===== src/rtl/velocity_cordic.sv =====
// Speed/angle to {vx, vy} velocity decomposer: iterative CORDIC rotation of (v, 0)
// through the residual angle, gain correction, then a quadrant fold and optional x-reflection.
module velocity_cordic #(
  parameter int W    = 16,
  parameter int FRAC = 4,
  parameter int AW   = 16,
  parameter int ITER = 12
) (
  input  logic            clk,
  input  logic            rst,
  input  logic            in_valid,
  output logic            in_ready,
  input  logic [W-1:0]    ball_velocity,
  input  logic [AW-1:0]   ball_angle,
  input  logic            reflect_x,
  output logic            out_valid,
  input  logic            out_ready,
  output logic [2*W-1:0]  ball_velocity_modified
);

  localparam int XW = W + 2;
  localparam int ZW = AW - 2;
  localparam int IW = (ITER > 1) ? $clog2(ITER) : 1;
  localparam int MW = XW + 17;
  // atan table is held at 2^24 units per 90 degrees and rounded down to 2^(AW-4).
  localparam int SH = 28 - AW;
  localparam logic [31:0] RND = 32'd1 << (SH - 1);
  localparam logic signed [16:0] K = 17'sd39797;
  localparam logic signed [MW-1:0] K_HALF = MW'(32768);
  localparam logic [W-1:0] S_MIN = {1'b1, {(W-1){1'b0}}};
  localparam logic [W-1:0] S_MAX = {1'b0, {(W-1){1'b1}}};

  if (ITER < 4 || ITER > AW - 4 || AW > 24 || FRAC < 0 || FRAC >= W) begin : g_param_err
    $error("velocity_cordic: unsupported parameter set");
  end

  typedef enum logic [1:0] {S_IDLE, S_ROT, S_SCALE, S_DONE} state_t;

  state_t                 state_q, state_d;
  logic signed [XW-1:0]   x_q, x_d, y_q, y_d;
  logic signed [ZW-1:0]   z_q, z_d;
  logic [IW-1:0]          iter_q, iter_d;
  logic [1:0]             quad_q, quad_d;
  logic                   refl_q, refl_d;
  logic [2*W-1:0]         res_q, res_d;

  logic signed [XW-1:0]   xs, ys;
  logic signed [ZW-1:0]   at;
  logic [W-1:0]           c, s, vx, vy;
  logic                   unused_angle_top;

  assign unused_angle_top = ^ball_angle[AW-1:AW-2];

  function automatic logic signed [ZW-1:0] atan_of(input int i);
    logic [31:0] t;
    case (i)
      0:  t = 32'd8388608;
      1:  t = 32'd4952084;
      2:  t = 32'd2616545;
      3:  t = 32'd1328199;
      4:  t = 32'd666677;
      5:  t = 32'd333663;
      6:  t = 32'd166872;
      7:  t = 32'd83441;
      8:  t = 32'd41721;
      9:  t = 32'd20861;
      10: t = 32'd10430;
      11: t = 32'd5215;
      12: t = 32'd2608;
      13: t = 32'd1304;
      14: t = 32'd652;
      15: t = 32'd326;
      16: t = 32'd163;
      17: t = 32'd81;
      18: t = 32'd41;
      19: t = 32'd20;
      20: t = 32'd10;
      default: t = 32'd0;
    endcase
    t = (t + RND) >> SH;
    return t[ZW-1:0];
  endfunction

  // Gain correction by K/2^16 with round-half-up, clamped to the W-bit range.
  function automatic logic [W-1:0] scale_sat(input logic signed [XW-1:0] a);
    logic signed [MW-1:0] p;
    logic [MW-W:0]        hi;
    p  = MW'(a) * MW'(K);
    p  = (p + K_HALF) >>> 16;
    hi = p[MW-1:W-1];
    if (&hi || !(|hi)) return p[W-1:0];
    return p[MW-1] ? S_MIN : S_MAX;
  endfunction

  function automatic logic [W-1:0] neg_sat(input logic [W-1:0] a);
    if (a == S_MIN) return S_MAX;
    return -a;
  endfunction

  always_comb begin
    state_d = state_q;
    x_d     = x_q;
    y_d     = y_q;
    z_d     = z_q;
    iter_d  = iter_q;
    quad_d  = quad_q;
    refl_d  = refl_q;
    res_d   = res_q;
    xs      = x_q >>> iter_q;
    ys      = y_q >>> iter_q;
    at      = atan_of(int'(iter_q));
    c       = scale_sat(x_q);
    s       = scale_sat(y_q);
    vx      = '0;
    vy      = '0;

    case (quad_q)
      2'd0:    begin vx = s;          vy = c;          end
      2'd1:    begin vx = c;          vy = neg_sat(s); end
      2'd2:    begin vx = neg_sat(s); vy = neg_sat(c); end
      default: begin vx = neg_sat(c); vy = s;          end
    endcase
    if (refl_q) vx = neg_sat(vx);

    case (state_q)
      S_IDLE: begin
        if (in_valid) begin
          x_d     = {{2{ball_velocity[W-1]}}, ball_velocity};
          y_d     = '0;
          z_d     = {2'b00, ball_angle[AW-5:0]};
          iter_d  = '0;
          quad_d  = ball_angle[AW-3:AW-4];
          refl_d  = reflect_x;
          state_d = S_ROT;
        end
      end
      S_ROT: begin
        // z >= 0 rotates counter-clockwise; zero counts as positive so every step rotates.
        if (!z_q[ZW-1]) begin
          x_d = x_q - ys;
          y_d = y_q + xs;
          z_d = z_q - at;
        end else begin
          x_d = x_q + ys;
          y_d = y_q - xs;
          z_d = z_q + at;
        end
        if (iter_q == IW'(ITER - 1)) begin
          iter_d  = '0;
          state_d = S_SCALE;
        end else begin
          iter_d = iter_q + 1'b1;
        end
      end
      S_SCALE: begin
        res_d   = {vx, vy};
        state_d = S_DONE;
      end
      default: begin
        if (out_ready) state_d = S_IDLE;
      end
    endcase
  end

  always_ff @(posedge clk) begin
    if (rst) begin
      state_q <= S_IDLE;
      x_q     <= '0;
      y_q     <= '0;
      z_q     <= '0;
      iter_q  <= '0;
      quad_q  <= '0;
      refl_q  <= 1'b0;
      res_q   <= '0;
    end else begin
      state_q <= state_d;
      x_q     <= x_d;
      y_q     <= y_d;
      z_q     <= z_d;
      iter_q  <= iter_d;
      quad_q  <= quad_d;
      refl_q  <= refl_d;
      res_q   <= res_d;
    end
  end

  assign in_ready               = (state_q == S_IDLE);
  assign out_valid              = (state_q == S_DONE);
  assign ball_velocity_modified = res_q;

endmodule


===== config.mk =====
export PLATFORM = sky130hd
export DESIGN_NAME = velocity_cordic
export DESIGN_NICKNAME = d
export VERILOG_FILES = /design/src/rtl/velocity_cordic.sv
export SDC_FILE = /design/constraint.sdc
export NUM_CORES = 1
export LEC_CHECK = 0
export CAP_MARGIN = 20
export CORE_UTILIZATION = 59
export CTS_BUF_LIST = sky130_fd_sc_hd__clkbuf_16
export DETAILED_ROUTE_END_ITERATION = 16
export PLACE_DENSITY_LB_ADDON = 0.15
export SYNTH_ARGS = -nofsm -noshare
export SYNTH_HDL_FRONTEND = slang
export SYNTH_SLANG_ARGS = --single-unit

===== constraint.sdc =====
create_clock -name clk -period 8.5 [get_ports clk]
set_input_delay 2.125 -clock clk [delete_from_list [all_inputs] [get_ports clk]]
set_output_delay 2.125 -clock clk [all_outputs]
set_load 0.01 [all_outputs]

==> results_dict.tcl, run 1 <==
set metrics [dict create \
    yosysTopAreaCell "fa_1" \
    hp-class "reg -> reg" \
    critPathBufInv 9 \
    dpl.hpwl_um 63300 \
    overflow 0 \
    worst_setup_path_start_kind "flop" \
    layout_common_cells "inv_1, buf_4, ha_1, fa_1, nor2_1" \
    layout.nets 4079 \
    cts-root-buf "clkbuf_16" \
    drt-total-wl_um 77900 \
    synthCells 3129 \
    status "finished clean" \
    cts_sinks 104 \
    path_clk_slew_ns 0.10 \
    r2r_start "x_q[10]" \
    antenna_cells 0 \
    antenna_found_initial 0 \
    start_util_pct 60.3 \
    die_h_um 210 \
    grt_setup_unrepaired "true" \
    grt_pass1_vias 23700 \
    synth_seq_cells 104 \
    synthesis.area_um2 25500 \
    final_area_um2 30400 \
    die_w_um 210 \
    pre_cts_ws_ns -0.200 \
    crit_path_max_incr_delay_ns 0.55 \
    crit_end "ball_velocity_modified[16]" \
    vias 24100 \
    drt_first_pass_iters 6 \
    drc 0 \
    synth_edf_count 0 \
    dpl.cell_count 3969 \
    numCtsBuffers 9 \
    worst-endpoint-arrival_ns 8.67 \
    tightest_slew_ns 1.01 \
    final_core_util_pct 71.9 \
    period_share_pct 98.2 \
    layout-drive-gt1-share_pct 18.1 \
    r2r_slack_ns 0.15 \
    reg2reg_to "ball_velocity_modified[16]" \
    die_area_um2 44100 \
    yosysTopAreaCellShare_pct 21.6 \
    synthDistinctLibCells 98 \
    whs_path_depth 2 \
    critPathMaxFanout 8 \
    cts_tree "yes" \
    drtAntennaViolNets 0 \
    place_area_um2 28900 \
    final_hold_viol_count 0 \
    seq_area_frac_synth_pct 8.16 \
    startpoint "x_q[10]" \
    grt_max_degree 68 \
    drt_iter0_drc 2256 \
    yosysWarnings 0 \
    htree_levels 3 \
    crit_type "reg -> reg" \
    critPathCaptureType "flop" \
    cp.depth 32 \
    synthFlopType "dfxtp_1" \
    layout_commonest_cell "inv_1" \
    stdcell_count 4011 \
    num_rows 75 \
    io_buffers 68 \
    cts_hold_buf 0 \
    ios 71 \
    cp_common_cell "inv_1" \
    fin_skew_ns 0.0239 \
    critPathTopFamily "adder cells" \
    synth.avg_cell_area_um2 8.16 \
    clock_path_buffers 2 \
    cap_violations 0 \
    min_period_ns 8.35 \
    grt_pass1_wl_um 123000 \
    routedWlPerCell_um 19.4 \
    worstPathRequired_ns 8.81 \
    ys_async_sr_fraction_pct 0 \
    worstRegToRegCells 32 \
    netlist_top_cells_area "fa_1, ha_1, dfxtp_1" \
    cp_slowest_cell "fa_1" \
    relSlewSlack_pct 32.5 \
    track_usage_pct 35.2 \
    max_freq_mhz 120 \
    viasPerCell 6.01 \
    syn_nets 3779 \
    clock_latency_ns 0.41 \
    gp_congestion 0.991 \
    core_area_um2 42300 \
    syn2layout_area_growth_pct 19.2 \
    setup_viol 0 \
    layout_setup_ws_ns 0.149 \
    slew_viol_final 0 \
]
cell families (layout without fill, tap and decap cells):
| group | count (synthesis) | in the layout | share of synthesized area [%] |
|---|---|---|---|
| and+or+nand+nor | 739 | 739 | 13.8 |
| AOI/OAI and AO/OA | 769 | 769 | 20.5 |
| adders and majority gates | 613 | 613 | 38.1 |
| buffers and inverters | 682 | 987 | 10.3 |
| xor gates and xnor gates | 138 | 138 | 4.81 |
| muxes | 84 | 84 | 4.30 |
| DFF | 104 | 104 | 8.16 |
worst min-delay path, cell delays in order (launching register included):
cell,delay [ns]
dfxtp_1,0.32
nand2_1,0.06
a21oi_1,0.05
how the worst min path moves through the flow:
stage,startpoint,end
floorplan,z_q[2],z_q[2]
CTS,z_q[2],z_q[2]
finish,z_q[2],z_q[2]
global placement,z_q[2],z_q[2]
detailed placement,ball_velocity_modified[11],ball_velocity_modified[11]
global route,z_q[2],z_q[2]
layer usage:
metal | vias to the layer above | routed length [um] | GRT usage [%]
met4 | 0 | 2570 | 11.8
met1 | 11700 | 34300 | 48.1
met5 | - | 0 | 0
met2 | 867 | 35400 | 56.6
li1 | 11400 | - | -
met3 | 146 | 5590 | 6.06
repair_timing:
| item | in CTS | in global routing |
|---|---|---|
| setup buffers | 2 | 22 |
| endpoints found under the setup margin | 16 | 16 |
| resized for setup | 16 | 190 |
| pin swaps | 1 | 48 |
| cloned | 0 | 2 |
layout make-up:
| type | instances | area (um^2) |
|---|---|---|
| multi-input combinational | 2343 | 21800 |
| fill | 3351 | 11900 |
| clock inverter | 7 | 91.3 |
| tap | 577 | 722 |
| clock buffer | 9 | 225 |
| timing repair buffer | 417 | 3390 |
| inverter | 554 | 2080 |
| sequential | 104 | 2150 |
metrics by stage:
step / hold WS [ns] / TNS, ns
finish: 0.472 / 0
global route: 0.498 / -1.48
CTS: 0.474 / -0.0145
detailed placement: 0.463 / -2.30
global placement: 0.449 / -0.875
floorplan: 0.436 / 0
cell usage after synthesis, drive strengths merged, types with 13 or more instances:
master	number
inv	549
ha	338
fa	275
nor2	234
a21oi	209
nand2	192
o21ai	138
dfxtp	104
xnor2	95
clkbuf	86
a211oi	75
nand3	70
nor3	63
mux2i	50
xor2	43
buf	42
a31oi	41
and3	37
a21o	32
o211ai	25
o21bai	24
and2	20
o21a	20
o31ai	20
mux4	19
nand4	18
or3	18
mux2	15
a21boi	14
a22oi	14
nor4	14
or2	14
nand2b	13
nor2b	13
o31a	13
Power of run 1 is not shown: default switching activity piles up to over one toggle a cycle in this logic, so the estimate is an artifact.
==> run 2, diff against run 1 <==
--- a/config.mk
+++ b/config.mk
@@ -9,6 +9,8 @@
 export CORE_UTILIZATION = 59
 export CTS_BUF_LIST = sky130_fd_sc_hd__clkbuf_16
 export DETAILED_ROUTE_END_ITERATION = 16
+export GPL_TIMING_DRIVEN = 0
+export HOLD_SLACK_MARGIN = 0.02
 export PLACE_DENSITY_LB_ADDON = 0.15
 export SYNTH_ARGS = -nofsm -noshare
 export SYNTH_HDL_FRONTEND = slang
==> run 2 against run 1 <==
  * The run now ends with negative setup slack left
  * Worst setup slack worse by 0.31 ns
  * First-iteration DRC count is 9.4% higher
  * Largest cell class unchanged
  * Critical path type unchanged
  * Clock skew is 0.012 ns lower
  * Non-clock buffer count is 123 lower
  * Critical path depth is 3 higher
  * Routed wire length is 11% higher
  * Hold slack worse by 0.0028 ns
==> results_dict.tcl, run 2 (synthesis results as in run 1) <==
set metrics [dict create \
    violations "negative setup slack" \
    io_buffers 67 \
    relSlewSlack_pct 29.4 \
    status "complete, but fails checks" \
    critPathCaptureType "flop" \
    dpl.hpwl_um 67400 \
    drt-total-wl_um 86200 \
    cp_common_cell "fa_1" \
    syn2layout_area_growth_pct 15.0 \
    grt_setup_unrepaired "true" \
    drt_iter0_drc 2468 \
    gp_congestion 1.03 \
    setup_viol 16 \
    grt_pass1_vias 24500 \
    die_area_um2 44100 \
    fin_skew_ns 0.0116 \
    hold_ws_ns 0.469 \
    slew_viol_final 0 \
    layout.nets 3956 \
    cp_slowest_cell "or4_4" \
    track_usage_pct 39.3 \
    period_share_pct 102 \
    min_period_ns 8.66 \
    layout-drive-gt1-share_pct 13.5 \
    critPathTopFamily "adder cells" \
    hp-class "reg -> reg" \
    worst-endpoint-arrival_ns 8.90 \
    layout_setup_ws_ns -0.164 \
    htree_levels 3 \
    layout_common_cells "inv_1, ha_1, fa_1, nor2_1, a21oi_1" \
    core_area_um2 42300 \
    cts_tree "yes" \
    die_h_um 210 \
    num_rows 75 \
    max_freq_mhz 115 \
    final_hold_viol_count 0 \
    viasPerCell 6.33 \
    grt_max_degree 19 \
    drtAntennaViolNets 0 \
    dpl.cell_count 3774 \
    clock_latency_ns 0.40 \
    numCtsBuffers 9 \
    ios 71 \
    path_clk_slew_ns 0.08 \
    drt_first_pass_iters 6 \
    grt_pass1_wl_um 134000 \
    start_util_pct 60.3 \
    cap_violations 0 \
    tightest_slew_ns 1.06 \
    antenna_found_initial 2 \
    crit_type "reg -> reg" \
    routedWlPerCell_um 22.2 \
    critPathBufInv 9 \
    tns_ns -1.40 \
    die_w_um 210 \
    drc 0 \
    critPathMaxFanout 6 \
    cts-root-buf "clkbuf_16" \
    crit_path_max_incr_delay_ns 0.57 \
    cts_sinks 104 \
    layout_commonest_cell "inv_1" \
    worst_setup_path_start_kind "flop" \
    stdcell_count 3889 \
    vias 24600 \
    clock_path_buffers 2 \
    final_core_util_pct 69.3 \
    worstPathRequired_ns 8.74 \
    overflow 0 \
]
## run 2: cell type report
| class | instances | area [um^2] |
|---|---|---|
| well taps | 577 | 722 |
| clock buffers | 9 | 225 |
| diodes | 1 | 2.50 |
| fillers | 3518 | 13000 |
| plain buffers | 124 | 611 |
| flip-flops and latches | 104 | 2190 |
| multi-input cells | 2343 | 22000 |
| inverters | 554 | 2080 |
| clock inverters | 7 | 55.1 |
| repair buffers | 170 | 1490 |
## run 2: final timing paths
kind                start                         end  slack [ns]  depth (start not counted)
hold reg to reg    z_q[2]                      z_q[2]        0.47                          2
setup / recovery  x_q[15]  ball_velocity_modified[27]       -0.16                         35
hold / removal     z_q[2]                      z_q[2]        0.47                          2
setup reg to reg  x_q[15]  ball_velocity_modified[27]       -0.16                         35
## run 2: timing repair
action                     CTS  global route
pin swaps                   36            27
hold buffers                 0             0
buffers inserted            60            41
cloned                       1             0
setup endpoints to repair   32            16
resized for setup          209           100
## run 2: routing by layer
metal	GRT usage (%)	up-vias	share of wire (%)
met5	0	-	0
met4	15.8	0	3.8
met3	8.72	235	10
met2	62.3	1225	45
met1	52.1	12000	41
li1	-	11100	-
## run 2: through the flow
stage	cell area (um^2)	setup slack, ns
final	29300	-0.164
after global routing	29300	-0.331
after CTS	28600	0.00530
after detailed placement	26900	-2.00
after global placement	26900	-1.91
after floorplan	25500	0.0540
## run 2: worst min-delay path, stage by stage, from the launching register on
cell and delay (ns):
dfxtp_1 0.32, nand2_1 0.05, a21oi_1 0.05
Power of run 2 is left out for the same reason.
